===== src/rtl/parity_arbiter_if.sv =====
// parity_arbiter_if: request/grant/result bundle between two requesters
// and the shared parity evaluator.
//
// Ports (signals):
//   req0/req1     requester requests, held until the matching grant
//   data0/data1   requester words, sampled on the grant edge
//   gnt0/gnt1     one-cycle grant pulses
//   busy          a request is in flight
//   res_valid     one-cycle result strobe
//   res_id        requester served by the current/last result
//   even/odd      parity of the latched word
//   cnt0/cnt1     saturating per-requester service counts
//
// Modports: master drives requests (requester side), slave is the arbiter.
interface parity_arbiter_if #(
    parameter int WIDTH = 3,
    parameter int CNT_W = 8
);
    logic             req0;
    logic [WIDTH-1:0] data0;
    logic             req1;
    logic [WIDTH-1:0] data1;
    logic             gnt0;
    logic             gnt1;
    logic             busy;
    logic             res_valid;
    logic             res_id;
    logic             even;
    logic             odd;
    logic [CNT_W-1:0] cnt0;
    logic [CNT_W-1:0] cnt1;

    modport master (
        output req0, data0, req1, data1,
        input  gnt0, gnt1, busy, res_valid, res_id,
        input  even, odd, cnt0, cnt1
    );

    modport slave (
        input  req0, data0, req1, data1,
        output gnt0, gnt1, busy, res_valid, res_id,
        output even, odd, cnt0, cnt1
    );
endinterface


===== src/rtl/parity_arbiter.sv =====
// parity_arbiter: round-robin share of one registered parity evaluator
// between two requesters, with tagged results and service counters.
//
// Ports:
//   clk   rising-edge clock
//   rst   synchronous active-high reset
//   bus   parity_arbiter_if.slave (requests in; grants, result, counts out)
module parity_arbiter #(
    parameter int WIDTH = 3,
    parameter int CNT_W = 8
) (
    input  logic               clk,
    input  logic               rst,
    parity_arbiter_if.slave    bus
);
    typedef enum logic [1:0] {
        IDLE = 2'd0,
        EVAL = 2'd1,
        DONE = 2'd2
    } state_t;

    localparam logic [CNT_W-1:0] CNT_MAX = '1;
    localparam logic [CNT_W-1:0] CNT_ONE = CNT_W'(1);

    state_t           state_q, state_d;
    logic             last_q, last_d;
    logic [WIDTH-1:0] word_q, word_d;
    logic             gnt0_q, gnt0_d;
    logic             gnt1_q, gnt1_d;
    logic             busy_q, busy_d;
    logic             rv_q, rv_d;
    logic             rid_q, rid_d;
    logic             even_q, even_d;
    logic             odd_q, odd_d;
    logic [CNT_W-1:0] cnt0_q, cnt0_d;
    logic [CNT_W-1:0] cnt1_q, cnt1_d;

    logic any_req;
    logic win;

    // Winner: a lone request wins; on contention the side that was not
    // served last wins, which alternates grants under steady load.
    always_comb begin
        any_req = bus.req0 | bus.req1;
        if (bus.req0 && bus.req1) begin
            win = ~last_q;
        end else begin
            win = bus.req1;
        end
    end

    always_comb begin
        state_d = state_q;
        last_d  = last_q;
        word_d  = word_q;
        gnt0_d  = 1'b0;
        gnt1_d  = 1'b0;
        rv_d    = 1'b0;
        rid_d   = rid_q;
        even_d  = even_q;
        odd_d   = odd_q;
        cnt0_d  = cnt0_q;
        cnt1_d  = cnt1_q;

        case (state_q)
            IDLE: begin
                if (any_req) begin
                    word_d  = win ? bus.data1 : bus.data0;
                    gnt0_d  = ~win;
                    gnt1_d  = win;
                    last_d  = win;
                    state_d = EVAL;
                end
            end
            EVAL: begin
                even_d  = ~^word_q;
                odd_d   = ^word_q;
                rid_d   = last_q;
                rv_d    = 1'b1;
                state_d = DONE;
                if (last_q) begin
                    if (cnt1_q != CNT_MAX) begin
                        cnt1_d = cnt1_q + CNT_ONE;
                    end
                end else begin
                    if (cnt0_q != CNT_MAX) begin
                        cnt0_d = cnt0_q + CNT_ONE;
                    end
                end
            end
            DONE: begin
                // Dead cycle: no grant here, so a fresh grant comes
                // no sooner than three edges after the previous one.
                state_d = IDLE;
            end
            default: begin
                state_d = IDLE;
            end
        endcase

        busy_d = (state_d != IDLE);
    end

    always_ff @(posedge clk) begin
        if (rst) begin
            state_q <= IDLE;
            last_q  <= 1'b1;
            word_q  <= '0;
            gnt0_q  <= 1'b0;
            gnt1_q  <= 1'b0;
            busy_q  <= 1'b0;
            rv_q    <= 1'b0;
            rid_q   <= 1'b0;
            even_q  <= 1'b0;
            odd_q   <= 1'b0;
            cnt0_q  <= '0;
            cnt1_q  <= '0;
        end else begin
            state_q <= state_d;
            last_q  <= last_d;
            word_q  <= word_d;
            gnt0_q  <= gnt0_d;
            gnt1_q  <= gnt1_d;
            busy_q  <= busy_d;
            rv_q    <= rv_d;
            rid_q   <= rid_d;
            even_q  <= even_d;
            odd_q   <= odd_d;
            cnt0_q  <= cnt0_d;
            cnt1_q  <= cnt1_d;
        end
    end

    assign bus.gnt0      = gnt0_q;
    assign bus.gnt1      = gnt1_q;
    assign bus.busy      = busy_q;
    assign bus.res_valid = rv_q;
    assign bus.res_id    = rid_q;
    assign bus.even      = even_q;
    assign bus.odd       = odd_q;
    assign bus.cnt0      = cnt0_q;
    assign bus.cnt1      = cnt1_q;
endmodule


===== src/flat_wrapper.sv =====
// flat-port wrapper written by rule: the top's interface ports become plain ports
module parity_arbiter_flat 
#(
    parameter int WIDTH = 3,
    parameter int CNT_W = 8
)
  (clk, rst, bus_req0, bus_data0, bus_req1, bus_data1, bus_gnt0, bus_gnt1, bus_busy, bus_res_valid, bus_res_id, bus_even, bus_odd, bus_cnt0, bus_cnt1);
  parity_arbiter_if #(.WIDTH(WIDTH), .CNT_W(CNT_W)) bus_i ();
  input  logic clk;
  input  logic rst;
  input wire logic [$bits(bus_i.req0)-1:0] bus_req0;
  input wire logic [$bits(bus_i.data0)-1:0] bus_data0;
  input wire logic [$bits(bus_i.req1)-1:0] bus_req1;
  input wire logic [$bits(bus_i.data1)-1:0] bus_data1;
  output wire logic [$bits(bus_i.gnt0)-1:0] bus_gnt0;
  output wire logic [$bits(bus_i.gnt1)-1:0] bus_gnt1;
  output wire logic [$bits(bus_i.busy)-1:0] bus_busy;
  output wire logic [$bits(bus_i.res_valid)-1:0] bus_res_valid;
  output wire logic [$bits(bus_i.res_id)-1:0] bus_res_id;
  output wire logic [$bits(bus_i.even)-1:0] bus_even;
  output wire logic [$bits(bus_i.odd)-1:0] bus_odd;
  output wire logic [$bits(bus_i.cnt0)-1:0] bus_cnt0;
  output wire logic [$bits(bus_i.cnt1)-1:0] bus_cnt1;
  assign bus_i.req0 = bus_req0;
  assign bus_i.data0 = bus_data0;
  assign bus_i.req1 = bus_req1;
  assign bus_i.data1 = bus_data1;
  assign bus_gnt0 = bus_i.gnt0;
  assign bus_gnt1 = bus_i.gnt1;
  assign bus_busy = bus_i.busy;
  assign bus_res_valid = bus_i.res_valid;
  assign bus_res_id = bus_i.res_id;
  assign bus_even = bus_i.even;
  assign bus_odd = bus_i.odd;
  assign bus_cnt0 = bus_i.cnt0;
  assign bus_cnt1 = bus_i.cnt1;
  parity_arbiter #(.WIDTH(WIDTH), .CNT_W(CNT_W)) u_core (.clk(clk), .rst(rst), .bus(bus_i));
endmodule

===== config.mk =====
export PLATFORM = sky130hd
export DESIGN_NAME = parity_arbiter_flat
export DESIGN_NICKNAME = d
export VERILOG_FILES = /design/src/rtl/parity_arbiter_if.sv /design/src/rtl/parity_arbiter.sv /design/src/flat_wrapper.sv
export SDC_FILE = /design/constraint.sdc
export NUM_CORES = 1
export LEC_CHECK = 0
export ABC_AREA = 1
export CELL_PAD_IN_SITES_DETAIL_PLACEMENT = 0
export CELL_PAD_IN_SITES_GLOBAL_PLACEMENT = 2
export CORE_MARGIN = 8
export CORE_UTILIZATION = 26
export DETAILED_ROUTE_END_ITERATION = 16
export PLACE_DENSITY = 0.79
export SYNTH_ARGS = -nofsm -noshare
export SYNTH_HDL_FRONTEND = slang
export SYNTH_SLANG_ARGS = --single-unit

===== constraint.sdc =====
create_clock -name clk -period 1.4 [get_ports clk]
set_input_delay 0.21 -clock clk [delete_from_list [all_inputs] [get_ports clk]]
set_output_delay 0.21 -clock clk [all_outputs]
set_load 0.02 [all_outputs]

Word-level counts from Yosys, hierarchy flattened:

Index checks and enable logic that the tools add are counted.

* bits in registers: 29
* word-level logic and storage cells: 36
* input port bits: 10
* output and inout port bits: 23

* equality and inequality tests: 3
* $add $sub $neg: 2
* muxes and demuxes: 5
* bitwise gates (word level): 5
* reduce and logical (&&, ||, !) cells: 9

Operators with widths (count)
* 8-bit by 1-bit adder with 8-bit output (second input constant): 2
* 8-bit inequality test (second input constant): 2
* 3-bit AND reduction: 2
* 1-bit inverter: 4
* 2-bit one-hot mux with 2 select lines: 1
* 3-bit 2-to-1 mux: 1
* 3-bit OR reduction: 1
* 3-bit XNOR reduction: 1
* 3-bit XOR reduction: 1
* 2-bit by 1-bit equality test with 1-bit output (second input constant): 1
* 2-bit logical NOT: 1
* 1-bit 2-to-1 mux: 2
* 2-bit 2-to-1 mux: 1
* 2-bit AND reduction: 1
* 2-bit nonzero test: 1
* 1-bit logical AND: 1
* 1-bit OR: 1

Depth between registers and ports, before layout:

* depth in word-level cells: 4
* depth in mapped cells: 9
* mapped depth without buffers: 8

Least setup slack after synthesis:

OpenSTA, ideal clock, no wires.

* path type: reg-to-reg
* start point: register u_core.cnt0_q[0] (netlist: u_core.bus.cnt0[0])
* end point: register u_core.cnt0_q[6] (netlist: u_core.bus.cnt0[6])
* path buffers: 1
* stages on the path, launching flop included: 10
* library setup time: 116 ps
* path slack: -26 ps
* data arrival time: 1310 ps
* clock period less this slack: 1426 ps
* data required time: 1284 ps
* cell sequence: dfxtp_1 ha_1 inv_1 nor2_4 nand2_2 buf_6 nand3_1 nand2_1 nand2_1 nor2_2

* longest elaborated chain between the ends: 2
* elaborated cells between the ends (all ways): 3
* classes of those cells: add/sub: 1; eq/ne: 1; reduce/logical: 1

Ends and longest elaborated chain
* start, declared: line parity_arbiter.sv:35 `logic [CNT_W-1:0] cnt0_q, cnt0_d;`
* start signal, assigned: line parity_arbiter.sv:129 `cnt0_q <= cnt0_d;`
* parallel branches: the longest is 2 deep, another holds 8-bit by 1-bit adder with 8-bit output

Several ways; the timed one is not identified.
A chain may end at the register's enable or synchronous reset.

Worst setup path in the final report:

* start point: register u_core.cnt0_q[0] (netlist: u_core.bus.cnt0[0])
* end point: output port bus_cnt0[0]

RTL lines
* end, declared: line flat_wrapper.sv:22 `output wire logic [$bits(bus_i.cnt0)-1:0] bus_cnt0;`

No word-level cell between the ends.

==> impl_metrics.env <==
export IMPL_synth_edf_count=0
export IMPL_async_reset_ff_share_pct=0
export IMPL_end_kind="output pin"
export IMPL_dpl_cell_area_mm2=0.00195
export IMPL_fin_area_mm2=0.00200
export IMPL_fin_ws_ns=0.102
export IMPL_diodes=0
export IMPL_fin_util_pct=37.3
export IMPL_grt_use_met3_pct=1.73
export IMPL_postSynthAreaPerCell_um2=6.91
export IMPL_drt_pass1_iter_count=4
export IMPL_grt_pass1_wl_um=6280
export IMPL_drtIter0Drc=51
export IMPL_fin_cells=327
export IMPL_dp_cells=322
export IMPL_grt_met2_usage_pct=16.3
export IMPL_ir_drop_mv=0.437
export IMPL_cap_violations=0
export IMPL_grt_max_degree=17
export IMPL_die_y_um=89.6
export IMPL_p_leak_nw=0.961
export IMPL_maxSlewViolCount=0
export IMPL_htree_levels=1
export IMPL_vias_per_cell=4.23
export IMPL_relSlewSlack_pct=85.8
export IMPL_die_width_um=89.6
export IMPL_critPathTopFamily="buffers and inverters"
export IMPL_rows=27
export IMPL_clk_latency_ns=0.28
export IMPL_vias=1384
export IMPL_synth_cells=204
export IMPL_cts_buffer_depth=2
export IMPL_hpwl_um=2800
export IMPL_hold_viol=0
export IMPL_place_ws_ns=0.0175
export IMPL_grt_pass1_vias=1368
export IMPL_post_drt_wl_per_cell_um=11.0
export IMPL_clkPwrFrac_pct=31.5
export IMPL_synth_distinct_cells=22
export IMPL_grt_ovfl_total=0
export IMPL_ant_nets=0
export IMPL_grtUsageMet1_pct=12.5
export IMPL_fin_nets=268
export IMPL_crit_chain="buf_4 -> dlygate4sd2_1"
export IMPL_tritoncts="built"
export IMPL_track_usage_pct=9.87
export IMPL_yosys_warnings=0
export IMPL_fmax_mhz=770
export IMPL_fill_cells=587
export IMPL_ys_ff_latch=28
export IMPL_drc=0
export IMPL_cp_required_ns=1.19
export IMPL_syn_cell_area_mm2=0.00141
export IMPL_combinationalPowerShare_pct=16.2
export IMPL_yosysTopAreaCellShare_pct=39.8
export IMPL_yosys_most_used_dff="dfxtp_1"
export IMPL_clockRootBuffer="clkbuf_8"
export IMPL_p_per_area_mw_per_mm2=823
export IMPL_initial_utilization_pct=26.2
export IMPL_final_setup_skew_ns=0.00432
export IMPL_yosysMostFrequentCell="nand2_1"
export IMPL_crit_type="reg -> out"
export IMPL_power_switching_share_pct=27.1
export IMPL_max_stage_delay_ns=0.37
export IMPL_die_area_mm2=0.00803
export IMPL_synthTopCellsByCount="nand2_1 (64), dfxtp_1 (28), nor2_1 (27), inv_1 (21), nand3_1 (16)"
export IMPL_p_seq_share_pct=52.3
export IMPL_ys_seq_area_share_pct=39.8
export IMPL_syn_nets=216
export IMPL_antenna_found_initial=0
export IMPL_globalplace_congestion=0.741
export IMPL_cts_buffers=3
export IMPL_path_clk_slew_ns=0.10
export IMPL_yosys_area_top_type="dfxtp_1"
export IMPL_p_sw_uw=446
export IMPL_cp_start_kind="flip-flop"
export IMPL_clock_sinks=28
export IMPL_ios=33
export IMPL_tightest_slew_ns=0.212
export IMPL_synth_area_leaders="dfxtp_1 (40%), nand2_1 (17%), nor2_1 (7.2%), nand3_1 (5.7%), inv_1 (5.6%)"
export IMPL_min_path_type="reg -> reg"
export IMPL_crit_slowest_cell="dfxtp_4"
export IMPL_area_growth_pct=42.1
export IMPL_run_status="finished clean"
export IMPL_cp_data_arrival_time_ns=1.09
export IMPL_critPathBufInv=2
export IMPL_finalCriticalPeriod_ns=1.30
export IMPL_p_int_mw=1.20
export IMPL_grt_setup_unrepaired="yes"
export IMPL_critical_path_max_fanout=5
export IMPL_drive_above_1_share_pct=15.7
export IMPL_busiest_layer="met2"
export IMPL_core_mm2=0.00537
export IMPL_drt_total_wl_um=3600
export IMPL_setup_violations=0
export IMPL_port_buffers=32
export IMPL_finalPower_mw=1.65
export IMPL_finalCritPeriodShare_pct=92.7
==> worst paths after layout <==
path / from / endpoint / slack, ns / cells after the start
worst min register to register: u_core.bus.even$_SDFFE_PP0P_ / u_core.bus.even$_SDFFE_PP0P_ / 0.48 / 2
worst max-delay path: u_core.bus.cnt0[0]$_SDFFE_PP0P_ / bus_cnt0[0] / 0.10 / 2
worst min-delay path: u_core.bus.even$_SDFFE_PP0P_ / u_core.bus.even$_SDFFE_PP0P_ / 0.48 / 2
worst max register to register: u_core.bus.cnt1[0]$_SDFFE_PP0P_ / u_core.bus.cnt1[7]$_SDFFE_PP0P_ / 0.11 / 8
==> flip-flops by register name (all words and copies together), names as in the netlist <==
name / cells
u_core.bus.cnt1: 8
u_core.bus.even: 1
u_core.last_q: 1
u_core.state_q: 2
u_core.word_q: 3
u_core.bus.cnt0: 8
u_core.bus.odd: 1
u_core.bus.res_id: 1
u_core.bus.gnt0: 1
u_core.bus.busy: 1
u_core.bus.gnt1: 1
==> placed cells by master (no fill, tap or decap) <==
cell and n:
nor3_1 1, nor3_4 1, clkdlybuf4s50_1 9, dfxtp_1 24, nor2_2 1, nand4_1 8
a21oi_1 13, dlygate4sd2_1 23, clkbuf_8 4, nand2_4 3, buf_4 17, nand3_1 16
nor2_1 27, inv_2 1, ha_1 2, dfxtp_4 1, nor2_8 1, buf_12 2
o21ai_0 3, xor2_1 2, dfxtp_2 3, inv_1 21, nor2_4 3, nand3b_1 3
nand2_1 63, nand2_2 3
==> final cells by class <==
type	instances	area, um2	share of cell area (%)
clock buffers	4	55.1	2.75
multi-input cells	150	747	37.3
repair buffers	51	459	22.9
flip-flops and latches	28	568	28.4
inverters	22	82.6	4.13
well taps	72	90.1	4.50
==> power by group through the flow <==
stage | clock network (mW) | logic, mW | registers [mW]
floorplan | 0 | 0.129 | 0.908
global placement | 0 | 0.287 | 0.884
detailed placement | 0 | 0.285 | 0.883
CTS | 0.548 | 0.270 | 0.864
global route | 0.587 | 0.301 | 0.867
finish | 0.519 | 0.267 | 0.862
==> metrics by stage <==
stage / setup TNS (ns) / hold slack (ns)
after global routing: -0.0295 / 0.507
after CTS: 0 / 0.481
after global placement: 0 / 0.464
final: 0 / 0.481
after floorplan: 0 / 0.418
after detailed placement: 0 / 0.460
==> timing repair <==
action | in CTS | in global routing
setup buffers | 0 | 1
cloned | 0 | 0
hold buffers | 0 | 0
gates resized for setup | 23 | 5
endpoints found under the setup margin | 23 | 16
==> logic make-up (layout without fill, tap and decap cells) <==
| kind of cell | Yosys count | count (layout) | synth area share, % |
|---|---|---|---|
| buf+inv | 26 | 77 | 8.08 |
| xor+xnor | 2 | 2 | 1.24 |
| simple gates | 130 | 130 | 43.4 |
| fa+ha+maj | 2 | 2 | 1.78 |
| compound gates | 16 | 16 | 5.68 |
| flops | 28 | 28 | 39.8 |
==> routing by layer <==
layer  part of all wire (%)  vias to the layer above
met4                    1.1                        0
met2                     46                       20
met1                     49                      610
met3                    3.8                        2
met5                      0                        -
li1                       -                      752
==> worst reg2reg max path, cell delays in order, from the launching register on <==
cell	delay, ns
dfxtp_2	0.36
ha_1	0.17
nand2_1	0.12
nor2_4	0.15
nand2_4	0.12
nand2_4	0.11
nor2_1	0.04
nor2_1	0.08
nor2_1	0.05
No activity file was read; power rests on OpenSTA's default activity.
